**src/rtl/zdos_trap.sv**
```systemverilog
// DOS-mode controller: enters DOS on M1 fetches into ROM trap pages, CP/M mode or a
// software request; leaves it on RAM M1 fetches (with optional delay) or software request.
module zdos_trap #(
    parameter int unsigned NCH       = 2,
    parameter int unsigned OFF_DELAY = 0,
    parameter int unsigned CNTW      = 4,
    parameter int unsigned SRCW      = 2
) (
    input  logic              fclk,
    input  logic              rst_n,
    input  logic              m1_stb,
    input  logic [15:0]       za,
    input  logic              rom_act,
    input  logic [NCH*8-1:0]  win_hi,
    input  logic [NCH-1:0]    win_en,
    input  logic              sw_on,
    input  logic              sw_off,
    input  logic              cpm_n,
    output logic              dos,
    output logic [SRCW-1:0]   dos_src,
    output logic              dos_rise,
    output logic              dos_fall
);

    localparam logic [CNTW-1:0] CNT_LAST = CNTW'(OFF_DELAY);
    localparam logic [SRCW-1:0] SRC_SW   = SRCW'(NCH);
    localparam logic [SRCW-1:0] SRC_CPM  = SRCW'(NCH + 1);

    logic [CNTW-1:0] cnt;
    logic [NCH-1:0]  hit_v;
    logic            hit;
    logic [SRCW-1:0] hit_idx;
    logic            ram_f;
    logic            rom_f;
    logic            unused_lo;

    assign unused_lo = ^za[7:0];

    // Per-window trap match and lowest-index priority encode
    always_comb begin
        hit_v   = '0;
        hit_idx = '0;
        for (int i = 0; i < NCH; i++) begin
            hit_v[i] = m1_stb & win_en[i] & rom_act & (za[15:8] == win_hi[8*i +: 8]);
        end
        for (int i = NCH - 1; i >= 0; i--) begin
            if (hit_v[i]) hit_idx = SRCW'(i);
        end
        hit   = |hit_v;
        ram_f = m1_stb & (za[15:14] != 2'b00);
        rom_f = m1_stb & (za[15:14] == 2'b00);
    end

    // DOS flag, off-delay counter, entry cause and edge pulses
    always_ff @(posedge fclk) begin
        if (!rst_n) begin
            dos      <= 1'b0;
            dos_src  <= '0;
            dos_rise <= 1'b0;
            dos_fall <= 1'b0;
            cnt      <= '0;
        end else begin
            dos_rise <= 1'b0;
            dos_fall <= 1'b0;
            if (!cpm_n) begin
                dos <= 1'b1;
                cnt <= '0;
                if (!dos) begin
                    dos_src  <= SRC_CPM;
                    dos_rise <= 1'b1;
                end
            end else if (sw_off) begin
                dos <= 1'b0;
                cnt <= '0;
                if (dos) dos_fall <= 1'b1;
            end else if (dos && ram_f) begin
                if (cnt == CNT_LAST) begin
                    dos      <= 1'b0;
                    cnt      <= '0;
                    dos_fall <= 1'b1;
                end else begin
                    cnt <= cnt + CNTW'(1);
                end
            end else if (sw_on || hit) begin
                dos <= 1'b1;
                cnt <= '0;
                if (!dos) begin
                    dos_src  <= sw_on ? SRC_SW : hit_idx;
                    dos_rise <= 1'b1;
                end
            end else if (dos && rom_f) begin
                cnt <= '0;
            end
        end
    end

endmodule

```
**config.mk**
```make
export PLATFORM = sky130hd
export DESIGN_NAME = zdos_trap
export DESIGN_NICKNAME = d
export VERILOG_FILES = /design/src/rtl/zdos_trap.sv
export SDC_FILE = /design/constraint.sdc
export NUM_CORES = 1
export LEC_CHECK = 0
export ABC_AREA = 1
export ABC_CLOCK_PERIOD_IN_PS = 1200
export BUFFER_PORTS_ARGS = -buffer_cell sky130_fd_sc_hd__buf_2
export CORE_MARGIN = 2
export CORE_UTILIZATION = 39
export DETAILED_ROUTE_END_ITERATION = 6
export PLACE_DENSITY_LB_ADDON = 0.08
export SLEW_MARGIN = 20
export SYNTH_ARGS = -nofsm -noshare
export SYNTH_HDL_FRONTEND = slang
export SYNTH_SLANG_ARGS = --single-unit
```
**constraint.sdc**
```tcl
create_clock -name fclk -period 1.2 [get_ports fclk]
set_clock_uncertainty 0.1 [all_clocks]
set_input_delay 0.12 -clock fclk [delete_from_list [all_inputs] [get_ports fclk]]
set_output_delay 0.12 -clock fclk [all_outputs]
set_load 0.05 [all_outputs]
```
== Yosys cells after proc, flatten, opt, wreduce, memory -nomap -nowiden ==
Index checks and enable logic that the tools add are counted.
Operators by class
  mux-type cells: 27
  add/subtract/negate cells: 1
  bitwise operators: 10
  reductions and logical operators: 12
  equal/unequal tests: 9
Operators by type and width (count)
  == test 8 bit: 2
  two-way mux 2 bit: 8
  two-way mux 4 bit: 4
  two-way mux 1 bit: 15
  bitwise AND 1 bit: 8
  inequality test 2 bit (second input constant): 3
  AND reduction 5 bit: 1
  adder 4 x 1 -> 4 bit (second input constant): 1
  zero test 4 bit: 1
  inequality test 2 x 1 -> 1 bit (second input constant): 2
  inequality test 4 x 2 -> 1 bit (second input constant): 1
  inequality test 4 x 3 -> 1 bit (second input constant): 1
  AND reduction 2 bit: 2
  nonzero test 3 bit: 1
  OR reduction 3 bit: 1
  logical AND 1 bit: 2
  zero test 2 bit: 1
  inverter 1 bit: 2
  nonzero test 2 bit: 1
  OR reduction 2 bit: 1
  logical OR 1 bit: 1
Word-level totals
  logic and storage cells: 64
  input port bits: 41
  flip-flop bits (word level): 9

== Depth between registers and ports, before layout ==
  depth in word-level cells: 11
  gate-level depth with buffers: 12

== Least setup slack after synthesis ==
No wires, ideal clock.
  path type: reg-to-reg
  start point: register dos
  end point: register dos
  slack: -0.401 ns
  arrival time: 1.387 ns
  library setup time: 0.115 ns
  path buffers: 0
  data required time: 0.985 ns
  cell stages (with the launch flop): 8
  cell sequence: dfxtp_1 > nand2_1 > a21oi_2 > nand4_1 > nand3_1 > nand2_1 > nand2_1 > nor2_1
On the way
  cells in the longest elaborated chain, start to end: 4
RTL lines
  start, declared: RTL line 19  | output logic dos,
  start signal, assigned: RTL line 57  | dos <= 1'b0;
  start signal, assigned: RTL line 66  | dos <= 1'b1;
  start signal, assigned: RTL line 73  | dos <= 1'b0;
  logical AND 1 bit (*): RTL line 76  | end else if (dos && ram_f) begin
  two-way mux 1 bit: RTL line 76
  two-way mux 1 bit: RTL line 72  | end else if (sw_off) begin
  two-way mux 1 bit: RTL line 65  | if (!cpm_n) begin
Mark *: on every way between the ends. The rest lies on a longest branch, timed or not.
A chain may end at the register's enable or synchronous reset.

== Worst setup path after layout ==
Same ends and word-level chain as after synthesis.

==> flow_summary.yaml <==
route:
  vias: 954
  firstDrtPassIters: 4
  drtAntennaViolNets: 0
  drc: 0
  viasPerCell: 4.46
  drt_iter0_drc: 7
  wire_per_inst_um: 8.43
  routed_wl_um: 1800
clock_network:
  clock_latency_ns: 0.26
  cts_sinks: 9
  hold_buffers: 0
  ctsLongestPathBuffers: 2
  cts-root-buf: "clkbuf_4"
  clk_pin_slew_ns: 0.06
  cts-buffers-inserted: 3
  postCtsSetupRepairBufs: 0
  cts_htree_levels: 1
  cts_tree: "built"
worst_setup_path:
  critPathRequiredTime_ns: 1.26
  cp.arrival_ns: 1.22
  r2r_slack_ns: 0.05
  cp_slowest_cell: "dfxtp_4"
  cpMostUsedCell: "nand2_1"
  crit_buf_inv: 0
  crit_path_max_incr_delay_ns: 0.36
  startpoint_type: "flip-flop"
  path_cells: "nand2_4 > a21oi_4 > nand4_1 > nand3_2 > nand2_1 > nand2_1 > nor2_1"
  cp_max_fo: 3
  crit_type: "reg2reg"
  end_kind: "flip-flop"
  critPathTopFamily: "simple AND/OR/NAND/NOR gates"
yosys:
  synthesis.nets: 182
  syn_inst: 139
  synth.distinct_cells: 22
  yosysSeqAreaShare_pct: 22.3
  yosysWarnings: 0
  avgSynthCellArea_um2: 5.81
  netlist_area_um2: 808
  synth-seq-cells: 9
sta:
  max_slew_margin_pct: 83.6
  setup_violations: 0
  whs_ns: 0.0195
  rsz0062_at_grt: "yes"
  setup_slack_ns: 0.0472
  hold_viol: 0
  post-route-min-period_ns: 1.15
  fin_crit_sh_pct: 96.1
  fmax_mhz: 867
  worst_pin_slew_ns: 0.247
  final.setup.tns_ns: 0
  final_max_slew_viol_count: 0
floorplanning:
  fp-row-count: 16
  dieHeight_um: 49.5
  io_pins: 46
  initial_utilization_pct: 41.2
  core_area_mm2: 0.00196
  die_area_mm2: 0.00245
  chipWidth_um: 49.5
cells_and_area:
  nets: 231
  drive_gt1_share_pct: 39.6
  area_delta_synth_final_pct: 43.7
  antenna_cells: 0
run_status:
  run_status: "finished clean"
global_routing:
  grt_pass1_wl_um: 3190
  grt_overflow: 0
  antenna_found_initial: 0
  grt_pass1_vias: 828
  globalRouteTotalUtil_pct: 16.4
  grt_max_degree: 6
placement:
  post-place-ws_ns: -0.133
  dp_hpwl_um: 1540
  port_buffers: 37
  place.gp.congestion: 0.773
pwr:
  powerDensity_mw_per_mm2: 737
  p_total_uw: 855
  p_leak_nw: 0.656
  ir_drop_mv: 0.819
flow_run:
  max_cap_violations: 0
worst_hold_path:
  min_path_type: "in2reg"
==> metal layers <==
metal,up-vias,GRT usage [%],share of wire [%]
met5,-,0,0
met4,0,4.17,0
met3,0,5.45,5.8
met2,22,26.9,48
met1,418,20.5,46
li1,514,-,-
==> power by group <==
part           switching [mW]  total [mW]  internal, mW
registers             0.00630       0.318         0.312
clock network           0.105       0.233         0.128
logic                   0.182       0.304         0.122
==> area by class of cell <==
class | instances | area, um^2
inverter | 30 | 113
fill | 206 | 801
sequential | 9 | 185
timing repair buffer | 44 | 244
multi-input combinational | 100 | 559
tap | 27 | 33.8
clock buffer | 4 | 26.3
==> tightest hold or removal path, cell delays in order <==
cell,delay (ns)
buf_2,0.13
nand2_1,0.07
nor2_1,0.03
==> synthesized netlist by cell type (all sizes together) <==
master | n | share of area (%)
o21ai | 1 | 0.62
ha | 2 | 3.1
nand3b | 1 | 0.93
dfxtp | 9 | 22
nand4 | 3 | 3.1
nor3 | 1 | 0.62
nand3 | 8 | 6.2
xnor2 | 5 | 5.4
nand2 | 50 | 24
inv | 30 | 14
a211oi | 1 | 0.93
xor2 | 2 | 2.2
a21oi | 9 | 6.5
nor2 | 16 | 9.9
or2 | 1 | 0.77
==> state kept, by name, indices dropped and copies added, names as in the netlist <==
| register | count |
|---|---|
| cnt | 4 |
| dos_src | 2 |
| dos | 1 |
| dos_fall | 1 |
| dos_rise | 1 |
==> worst paths after layout <==
check	start	end	cells past startpoint
setup reg to reg	dos	dos	7
setup / recovery	dos	dos	7
hold / removal	rst_n	dos	3
hold reg to reg	cnt[3]	cnt[3]	2
==> per-stage QoR <==
step                      std cells  instance area [um^2]  utilization, %
after floorplan                 139                   827               -
after global placement          210                  1100            56.0
after detailed placement        210                  1100            56.0
after CTS                       214                  1130            57.5
after global routing            214                  1160            59.2
final                           214                  1160            59.2
==> cell families (layout without fill, tap and decap cells) <==
family,after synthesis,after routing,synth area share (%)
compound gates,11,11,8.05
xor+xnor,7,7,7.59
fa+ha+maj,2,2,3.10
buf+inv,30,78,13.9
flops,9,9,22.3
simple gates,80,80,45.0
==> cell usage in the layout (no fill, tap or decap), types with 3 or more instances in the layout <==
master	count
buf_4	7
nand3_2	3
dfxtp_1	7
xnor2_1	5
nor2_2	5
nand2_2	3
a21oi_1	6
nand3_1	5
inv_1	25
nor2_1	10
buf_2	36
nand2_1	46
inv_2	5
clkbuf_4	3
==> timing repair <==
item                                    CTS  global route
resized for setup                         1            11
hold endpoints to repair                  0             0
endpoints found under the setup margin    1             6
pin swaps                                 0             5
(Power assumes the default switching activity.)
